==> src/rtl/systolic_mm_engine.sv <==
// ---------------------------------------------------------------------------
// systolic_mm_engine
//
// Output-stationary N x N systolic matrix-multiply engine. One k-slice of
// operands (column k of A on west_i, row k of B on north_i) is accepted per
// beat. The engine skews the slices internally and PE(r,c) accumulates
// A[r][k]*B[k][c] into C_o[r][c]. Runtime inner dimension K, bubble tolerance,
// accumulate mode and signed/unsigned operands are supported.
//
// Ports
//   clk         rising-edge clock
//   rst         asynchronous active-low reset
//   start_i     job request, sampled only in IDLE
//   k_len_i     inner dimension K, latched with start_i
//   acc_mode_i  0: clear C at start, 1: accumulate onto held C
//   busy_o      high in FEED, DRAIN and DONE
//   in_valid_i  operand beat valid
//   in_ready_o  high only in FEED
//   west_i      west_i[r] = A[r][k]
//   north_i     north_i[c] = B[k][c]
//   C_o         C_o[r][c] accumulator, held between jobs
//   done_o      one-cycle pulse, C_o final
//   state_o     FSM state (IDLE=0, FEED=1, DRAIN=2, DONE=3)
//
// Handshake: a beat is transferred on every rising edge where in_valid_i and
// in_ready_o are both high; in_ready_o depends only on the FSM state, never on
// in_valid_i, and in_valid_i/operands are ignored whenever in_ready_o is low.
// ---------------------------------------------------------------------------
module systolic_mm_engine #(
    parameter int N      = 4,
    parameter int DATA_W = 8,
    parameter int ACC_W  = 32,
    parameter int K_MAX  = 256,
    parameter int SIGNED = 1,
    localparam int KW    = $clog2(K_MAX + 1)
) (
    input  logic                           clk,
    input  logic                           rst,
    input  logic                           start_i,
    input  logic [KW-1:0]                  k_len_i,
    input  logic                           acc_mode_i,
    output logic                           busy_o,
    input  logic                           in_valid_i,
    output logic                           in_ready_o,
    input  logic [N-1:0][DATA_W-1:0]       west_i,
    input  logic [N-1:0][DATA_W-1:0]       north_i,
    output logic [N-1:0][N-1:0][ACC_W-1:0] C_o,
    output logic                           done_o,
    output logic [1:0]                     state_o
);

    localparam int DCW = $clog2(2 * N);
    // The last PE accumulates the final slice 2N-1 edges after it is accepted.
    localparam logic [DCW-1:0] DRAIN_LAST = DCW'(2 * N - 2);

    typedef enum logic [1:0] {
        S_IDLE  = 2'd0,
        S_FEED  = 2'd1,
        S_DRAIN = 2'd2,
        S_DONE  = 2'd3
    } state_t;

    state_t         state_q, state_d;
    logic [KW-1:0]  k_len_q, k_len_d;
    logic [KW-1:0]  beat_cnt_q, beat_cnt_d;
    logic [DCW-1:0] drain_cnt_q, drain_cnt_d;
    logic           accept;
    logic           clear_c;

    // ---------------------------------------------------------------- FSM
    always_ff @(posedge clk or negedge rst) begin
        if (!rst) begin
            state_q     <= S_IDLE;
            k_len_q     <= '0;
            beat_cnt_q  <= '0;
            drain_cnt_q <= '0;
        end else begin
            state_q     <= state_d;
            k_len_q     <= k_len_d;
            beat_cnt_q  <= beat_cnt_d;
            drain_cnt_q <= drain_cnt_d;
        end
    end

    always_comb begin
        state_d     = state_q;
        k_len_d     = k_len_q;
        beat_cnt_d  = beat_cnt_q;
        drain_cnt_d = drain_cnt_q;
        accept      = 1'b0;
        clear_c     = 1'b0;
        busy_o      = 1'b1;
        in_ready_o  = 1'b0;
        done_o      = 1'b0;
        case (state_q)
            S_IDLE: begin
                busy_o = 1'b0;
                if (start_i) begin
                    k_len_d    = k_len_i;
                    beat_cnt_d = '0;
                    clear_c    = ~acc_mode_i;
                    state_d    = (k_len_i == '0) ? S_DONE : S_FEED;
                end
            end
            S_FEED: begin
                in_ready_o = 1'b1;
                accept     = in_valid_i;
                if (in_valid_i) begin
                    beat_cnt_d = beat_cnt_q + KW'(1);
                    if (beat_cnt_d == k_len_q) begin
                        state_d     = S_DRAIN;
                        drain_cnt_d = '0;
                    end
                end
            end
            S_DRAIN: begin
                if (drain_cnt_q == DRAIN_LAST) begin
                    state_d = S_DONE;
                end else begin
                    drain_cnt_d = drain_cnt_q + DCW'(1);
                end
            end
            S_DONE: begin
                done_o  = 1'b1;
                state_d = S_IDLE;
            end
            default: state_d = S_IDLE;
        endcase
    end

    assign state_o = state_q;

    // ---------------------------------------------------------- input skew
    // Row/column i passes through a chain of i+1 registers; stage 0 captures
    // the beat on its acceptance edge. Cycles without an accepted beat shift
    // in a tag=0 bubble.
    logic [N-1:0][DATA_W-1:0] row_dat, col_dat;
    logic [N-1:0]             row_tag, col_tag;

    for (genvar i = 0; i < N; i++) begin : g_skew
        logic [DATA_W-1:0] w_dat_q [0:i];
        logic [DATA_W-1:0] w_dat_d [0:i];
        logic [DATA_W-1:0] n_dat_q [0:i];
        logic [DATA_W-1:0] n_dat_d [0:i];
        logic [i:0]        w_tag_q, w_tag_d;
        logic [i:0]        n_tag_q, n_tag_d;

        always_comb begin
            w_tag_d    = '0;
            n_tag_d    = '0;
            w_dat_d[0] = accept ? west_i[i] : w_dat_q[0];
            n_dat_d[0] = accept ? north_i[i] : n_dat_q[0];
            w_tag_d[0] = accept;
            n_tag_d[0] = accept;
            for (int j = 1; j <= i; j++) begin
                w_dat_d[j] = w_dat_q[j-1];
                n_dat_d[j] = n_dat_q[j-1];
                w_tag_d[j] = w_tag_q[j-1];
                n_tag_d[j] = n_tag_q[j-1];
            end
        end

        always_ff @(posedge clk or negedge rst) begin
            if (!rst) begin
                for (int j = 0; j <= i; j++) begin
                    w_dat_q[j] <= '0;
                    n_dat_q[j] <= '0;
                end
                w_tag_q <= '0;
                n_tag_q <= '0;
            end else begin
                w_dat_q <= w_dat_d;
                n_dat_q <= n_dat_d;
                w_tag_q <= w_tag_d;
                n_tag_q <= n_tag_d;
            end
        end

        assign row_dat[i] = w_dat_q[i];
        assign row_tag[i] = w_tag_q[i];
        assign col_dat[i] = n_dat_q[i];
        assign col_tag[i] = n_tag_q[i];
    end

    // ------------------------------------------------------------ PE array
    // Only PEs with an east/south neighbour keep a forwarding register.
    logic [N-1:0][N-2:0][DATA_W-1:0] pe_w_dat;
    logic [N-1:0][N-2:0]             pe_w_tag;
    logic [N-2:0][N-1:0][DATA_W-1:0] pe_n_dat;
    logic [N-2:0][N-1:0]             pe_n_tag;

    for (genvar r = 0; r < N; r++) begin : g_row
        for (genvar c = 0; c < N; c++) begin : g_pe
            logic [DATA_W-1:0]   a_in, b_in;
            logic                a_tag, b_tag;
            logic [2*DATA_W-1:0] a_ext, b_ext, prod;
            logic [ACC_W-1:0]    prod_ext;
            logic [ACC_W-1:0]    acc_q, acc_d;

            if (c == 0) begin : g_w_edge
                assign a_in  = row_dat[r];
                assign a_tag = row_tag[r];
            end else begin : g_w_link
                assign a_in  = pe_w_dat[r][c-1];
                assign a_tag = pe_w_tag[r][c-1];
            end

            if (r == 0) begin : g_n_edge
                assign b_in  = col_dat[c];
                assign b_tag = col_tag[c];
            end else begin : g_n_link
                assign b_in  = pe_n_dat[r-1][c];
                assign b_tag = pe_n_tag[r-1][c];
            end

            if (c < N - 1) begin : g_w_reg
                logic [DATA_W-1:0] dat_q, dat_d;
                logic              tag_q, tag_d;
                always_comb begin
                    dat_d = a_in;
                    tag_d = a_tag;
                end
                always_ff @(posedge clk or negedge rst) begin
                    if (!rst) begin
                        dat_q <= '0;
                        tag_q <= 1'b0;
                    end else begin
                        dat_q <= dat_d;
                        tag_q <= tag_d;
                    end
                end
                assign pe_w_dat[r][c] = dat_q;
                assign pe_w_tag[r][c] = tag_q;
            end

            if (r < N - 1) begin : g_n_reg
                logic [DATA_W-1:0] dat_q, dat_d;
                logic              tag_q, tag_d;
                always_comb begin
                    dat_d = b_in;
                    tag_d = b_tag;
                end
                always_ff @(posedge clk or negedge rst) begin
                    if (!rst) begin
                        dat_q <= '0;
                        tag_q <= 1'b0;
                    end else begin
                        dat_q <= dat_d;
                        tag_q <= tag_d;
                    end
                end
                assign pe_n_dat[r][c] = dat_q;
                assign pe_n_tag[r][c] = tag_q;
            end

            // Operands are extended to 2*DATA_W first, so the low 2*DATA_W bits
            // of the unsigned multiply are the exact product in either mode.
            always_comb begin
                a_ext    = (SIGNED != 0) ? {{DATA_W{a_in[DATA_W-1]}}, a_in}
                                         : {{DATA_W{1'b0}}, a_in};
                b_ext    = (SIGNED != 0) ? {{DATA_W{b_in[DATA_W-1]}}, b_in}
                                         : {{DATA_W{1'b0}}, b_in};
                prod     = a_ext * b_ext;
                prod_ext = {{(ACC_W - 2*DATA_W){(SIGNED != 0) & prod[2*DATA_W-1]}}, prod};
                acc_d    = acc_q;
                if (clear_c) begin
                    acc_d = '0;
                end else if (a_tag & b_tag) begin
                    acc_d = acc_q + prod_ext;
                end
            end

            always_ff @(posedge clk or negedge rst) begin
                if (!rst) begin
                    acc_q <= '0;
                end else begin
                    acc_q <= acc_d;
                end
            end

            assign C_o[r][c] = acc_q;
        end
    end

endmodule
==> config.mk <==
export PLATFORM = sky130hd
export DESIGN_NAME = systolic_mm_engine
export DESIGN_NICKNAME = d
export VERILOG_FILES = /design/src/rtl/systolic_mm_engine.sv
export SDC_FILE = /design/constraint.sdc
export NUM_CORES = 2
export LEC_CHECK = 0
export ABC_AREA = 1
export BUFFER_PORTS_ARGS = -buffer_cell sky130_fd_sc_hd__buf_2
export CELL_PAD_IN_SITES_DETAIL_PLACEMENT = 1
export CELL_PAD_IN_SITES_GLOBAL_PLACEMENT = 2
export CORE_ASPECT_RATIO = 1.5
export CORE_MARGIN = 4
export CORE_UTILIZATION = 40
export CTS_CLUSTER_DIAMETER = 200
export DETAILED_ROUTE_END_ITERATION = 7
export PLACE_DENSITY = 0.95
export SYNTH_ARGS = -nofsm -noshare
export SYNTH_HDL_FRONTEND = slang
export SYNTH_SLANG_ARGS = --single-unit
==> constraint.sdc <==
create_clock -name clk -period 13.7 [get_ports clk]
set_clock_uncertainty 0.2 [all_clocks]
set_input_delay 2.055 -clock clk [delete_from_list [all_inputs] [get_ports clk]]
set_output_delay 2.055 -clock clk [all_outputs]
set_load 0.1 [all_outputs]
==> impl_metrics.py <==
metrics = {
    "layout": {
        "register_area_um2": 22370,
        "multiInputGateArea_um2": 68670,
        "final_cells": 18720,
        "fillers": 33650,
        "final_nets": 17130,
        "fin_util_pct": 44.12,
        "syn_to_final_growth_pct": 9.572,
        "drive_gt1_share_pct": 6.257,
    },
    "timing": {
        "relSlewSlack_pct": 29.19,
        "fmax_ghz": 0.1370,
        "fin_crit_sh_pct": 53.27,
        "min_period_ns": 7.299,
        "report.final.setup_viol": 0,
        "setup_slack_ns": 6.401,
        "rsz0062_at_grt": "false",
        "hold_violations": 0,
        "drv_slew": 0,
        "fin_setup_tns_ns": 0,
        "tightest_slew_ns": 1.062,
    },
    "clocking": {
        "cts_setup_buffers": 0,
        "cts-root-buf": "clkbuf_16",
        "clk-insertion-delay-late_ns": 0.79,
        "path_clk_slew_ns": 0.07,
        "cts_tree": "yes",
        "clock-sinks": 894,
        "htreeDepth": 3,
        "hold_buffers": 0,
        "cts_buffers": 108,
        "ctsResizeCount": 0,
        "cts_buffer_depth": 3,
    },
    "min_path": {
        "min_delay_path_depth": 0,
        "hp-class": "register to register",
    },
    "synth": {
        "synth.area.top_cells": "dfrtp_1, fa_1, nand2_1",
        "synthDominantCellAreaShare_pct": 21.38,
        "synthesis.nets": 16750,
        "synth-seq-area-share_pct": 21.38,
        "ys.flop_type": "dfrtp_1",
        "synthArstFlopShare_pct": 100.0,
        "ys_types": 55,
        "synth_seq_cells": 894,
        "synth_area_um2": 104600,
        "synth_cells": 14780,
        "synth_area_per_cell_um2": 7.081,
        "synth_edf_count": 0,
        "ys.warnings.count": 0,
        "yosysTopAreaCell": "dfrtp_1",
    },
    "detailed_routing": {
        "via_count": 96040,
        "viasPerCell": 5.129,
        "drt_wl_total_um": 367700,
        "ant_nets": 0,
        "drt_iter0_drc": 3975,
        "wl_per_cell_um": 19.64,
        "firstDrtPassIters": 5,
        "drc_errors": 0,
    },
    "floorplanning": {
        "coreArea_um2": 259900,
        "num_rows": 229,
        "die_h_um": 634.4,
        "io_pins": 595,
        "fp.dieW_um": 425.6,
        "start_util_pct": 40.27,
        "die_area_um2": 270000,
    },
    "worst_setup_path": {
        "path_max_fanout": 18,
        "cp_top_family": "adder cells",
        "crit_path_end_kind": "register",
        "critical_path_class": "register to register",
        "required_ns": 14.17,
        "cp_num_cells": 26,
        "crit_buf_inv": 5,
        "arrival_ns": 7.76,
        "critPathSlowestCell": "dfrtp_1",
        "crit_top_cell": "inv_1",
        "crit_path_start_kind": "register",
        "r2r_cells": 26,
        "slowest_delay_ns": 0.96,
    },
    "global_route": {
        "grt_pass1_wl_um": 579100,
        "grt-ovfl-total": 0,
        "antenna_found_initial": 23,
        "grt_pass1_vias": 105100,
        "grt_max_degree": 162,
        "grtUsageTotal_pct": 27.11,
    },
    "placed_design": {
        "place_congestion": 0.9473,
        "place_ws_ns": 6.426,
        "dp.cells": 18510,
        "portBuffers": 594,
        "hpwl_um": 305600,
    },
    "run": {
        "cap_viol_max_count": 0,
    },
    "run_status": {
        "status": "completed",
    },
}
-- kinds of logic after synthesis --
kind of cell	Yosys count	synth area share [%]
buffers and inverters	3612	13.04
DFF	894	21.38
and+or+nand+nor	6221	24.15
adders and majority gates	1896	29.10
AOI/OAI and AO/OA	1915	10.31
xor gates and xnor gates	239	2.017
-- worst paths after layout --
check	end	start	slack, ns
setup reg to reg	g_row[0].g_pe[0].acc_q[31]	g_row[0].g_pe[0].b_in[2]	6.40
hold / removal	g_row[0].g_pe[2].b_in[4]	g_skew[2].n_dat_d[4]	0.14
min in group asynchronous	g_row[3].g_pe[3].acc_q[19]	rst	1.04
hold reg to reg	g_row[0].g_pe[2].b_in[4]	g_skew[2].n_dat_d[4]	0.14
setup / recovery	g_row[0].g_pe[0].acc_q[31]	g_row[0].g_pe[0].b_in[2]	6.40
max in group asynchronous	g_row[2].g_pe[1].g_w_reg.dat_q[5]	rst	9.76
-- flip-flops by register name, indices dropped and copies added (netlist names) --
| name | cells |
|---|---|
| g_row.g_pe.g_n_reg.dat_q | 96 |
| state_o | 2 |
| g_row.g_pe.a_in | 32 |
| beat_cnt_q | 9 |
| g_row.g_pe.g_w_reg.dat_q | 96 |
| g_row.g_pe.g_n_reg.tag_q | 4 |
| g_row.g_pe.acc_q | 512 |
| g_row.g_pe.b_in | 32 |
| g_skew.n_tag_q | 3 |
| k_len_q | 9 |
| g_skew.w_dat_d | 48 |
| g_skew.n_dat_d | 48 |
| drain_cnt_q | 3 |
-- worst register-to-register path: cells and delay by family (launching register included) --
family | cells | cell delay (ns)
compound gates | 4 | 0.77
fa+ha+maj | 6 | 3.00
buf+inv | 5 | 0.88
flops | 1 | 0.96
simple gates | 11 | 1.40
-- cells in the mapped netlist, types with 2 or more instances --
cell type	number
o21ai_0	657
ha_1	1000
o211a_1	10
o22ai_1	19
nand3_1	712
o31ai_1	58
nor3b_2	15
nand2_4	2
o21bai_1	74
nor4_1	3
clkbuf_1	288
a31o_2	4
or2_2	46
nor2_1	1016
a21o_1	65
xnor2_1	100
nand2_2	5
o211ai_1	21
o21ai_1	23
inv_2	4
nand3_2	2
inv_1	3245
o21bai_2	3
a32o_1	20
nor3_1	81
a31oi_1	27
a21boi_0	54
a22o_1	17
fa_1	896
buf_1	13
o21a_1	36
o21ai_2	32
dfrtp_1	894
nand2_1	4137
nand3b_1	71
nor3_2	4
a21oi_1	792
xor2_1	138
buf_4	3
nor2_4	3
buf_2	57
nand4_1	117
-- cells in the final DEF (no fill, tap or decap), types with 117 or more instances in the layout --
cell,count
o21ai_0,657
nand3_1,712
inv_1,3241
buf_2,593
nand2_1,4135
xor2_1,138
a21oi_1,792
ha_1,1000
fa_1,896
dfrtp_1,894
nand4_1,117
nor2_1,1009
-- stage by stage --
stage	area, um^2	hold slack (ns)
after CTS	114600	0.1276
final	114700	0.1443
after global placement	110900	0.1312
after floorplan	104600	0.1312
after global routing	114600	0.1404
after detailed placement	110900	0.1358
-- per-layer routing --
metal	vias to the layer above	track usage, %	routed length [um]
met1	47650	29.50	140600
met2	1557	52.05	194800
met3	664	3.356	13050
met5	-	0	93
met4	14	11.95	19130
li1	46160	-	-
-- layout make-up --
cell class | instances | area share (%)
Antenna cell | 12 | 0.02619
Clock buffer | 139 | 2.598
Clock inverter | 63 | 0.6668
Inverter | 3250 | 10.64
Multi-Input combinational cell | 10270 | 59.89
Sequential cell | 894 | 19.51
Tap cell | 3465 | 3.781
Timing Repair Buffer | 630 | 2.881
Power is not shown: default switching activity piles up to over one toggle a cycle in this logic, so the estimate is an artifact.
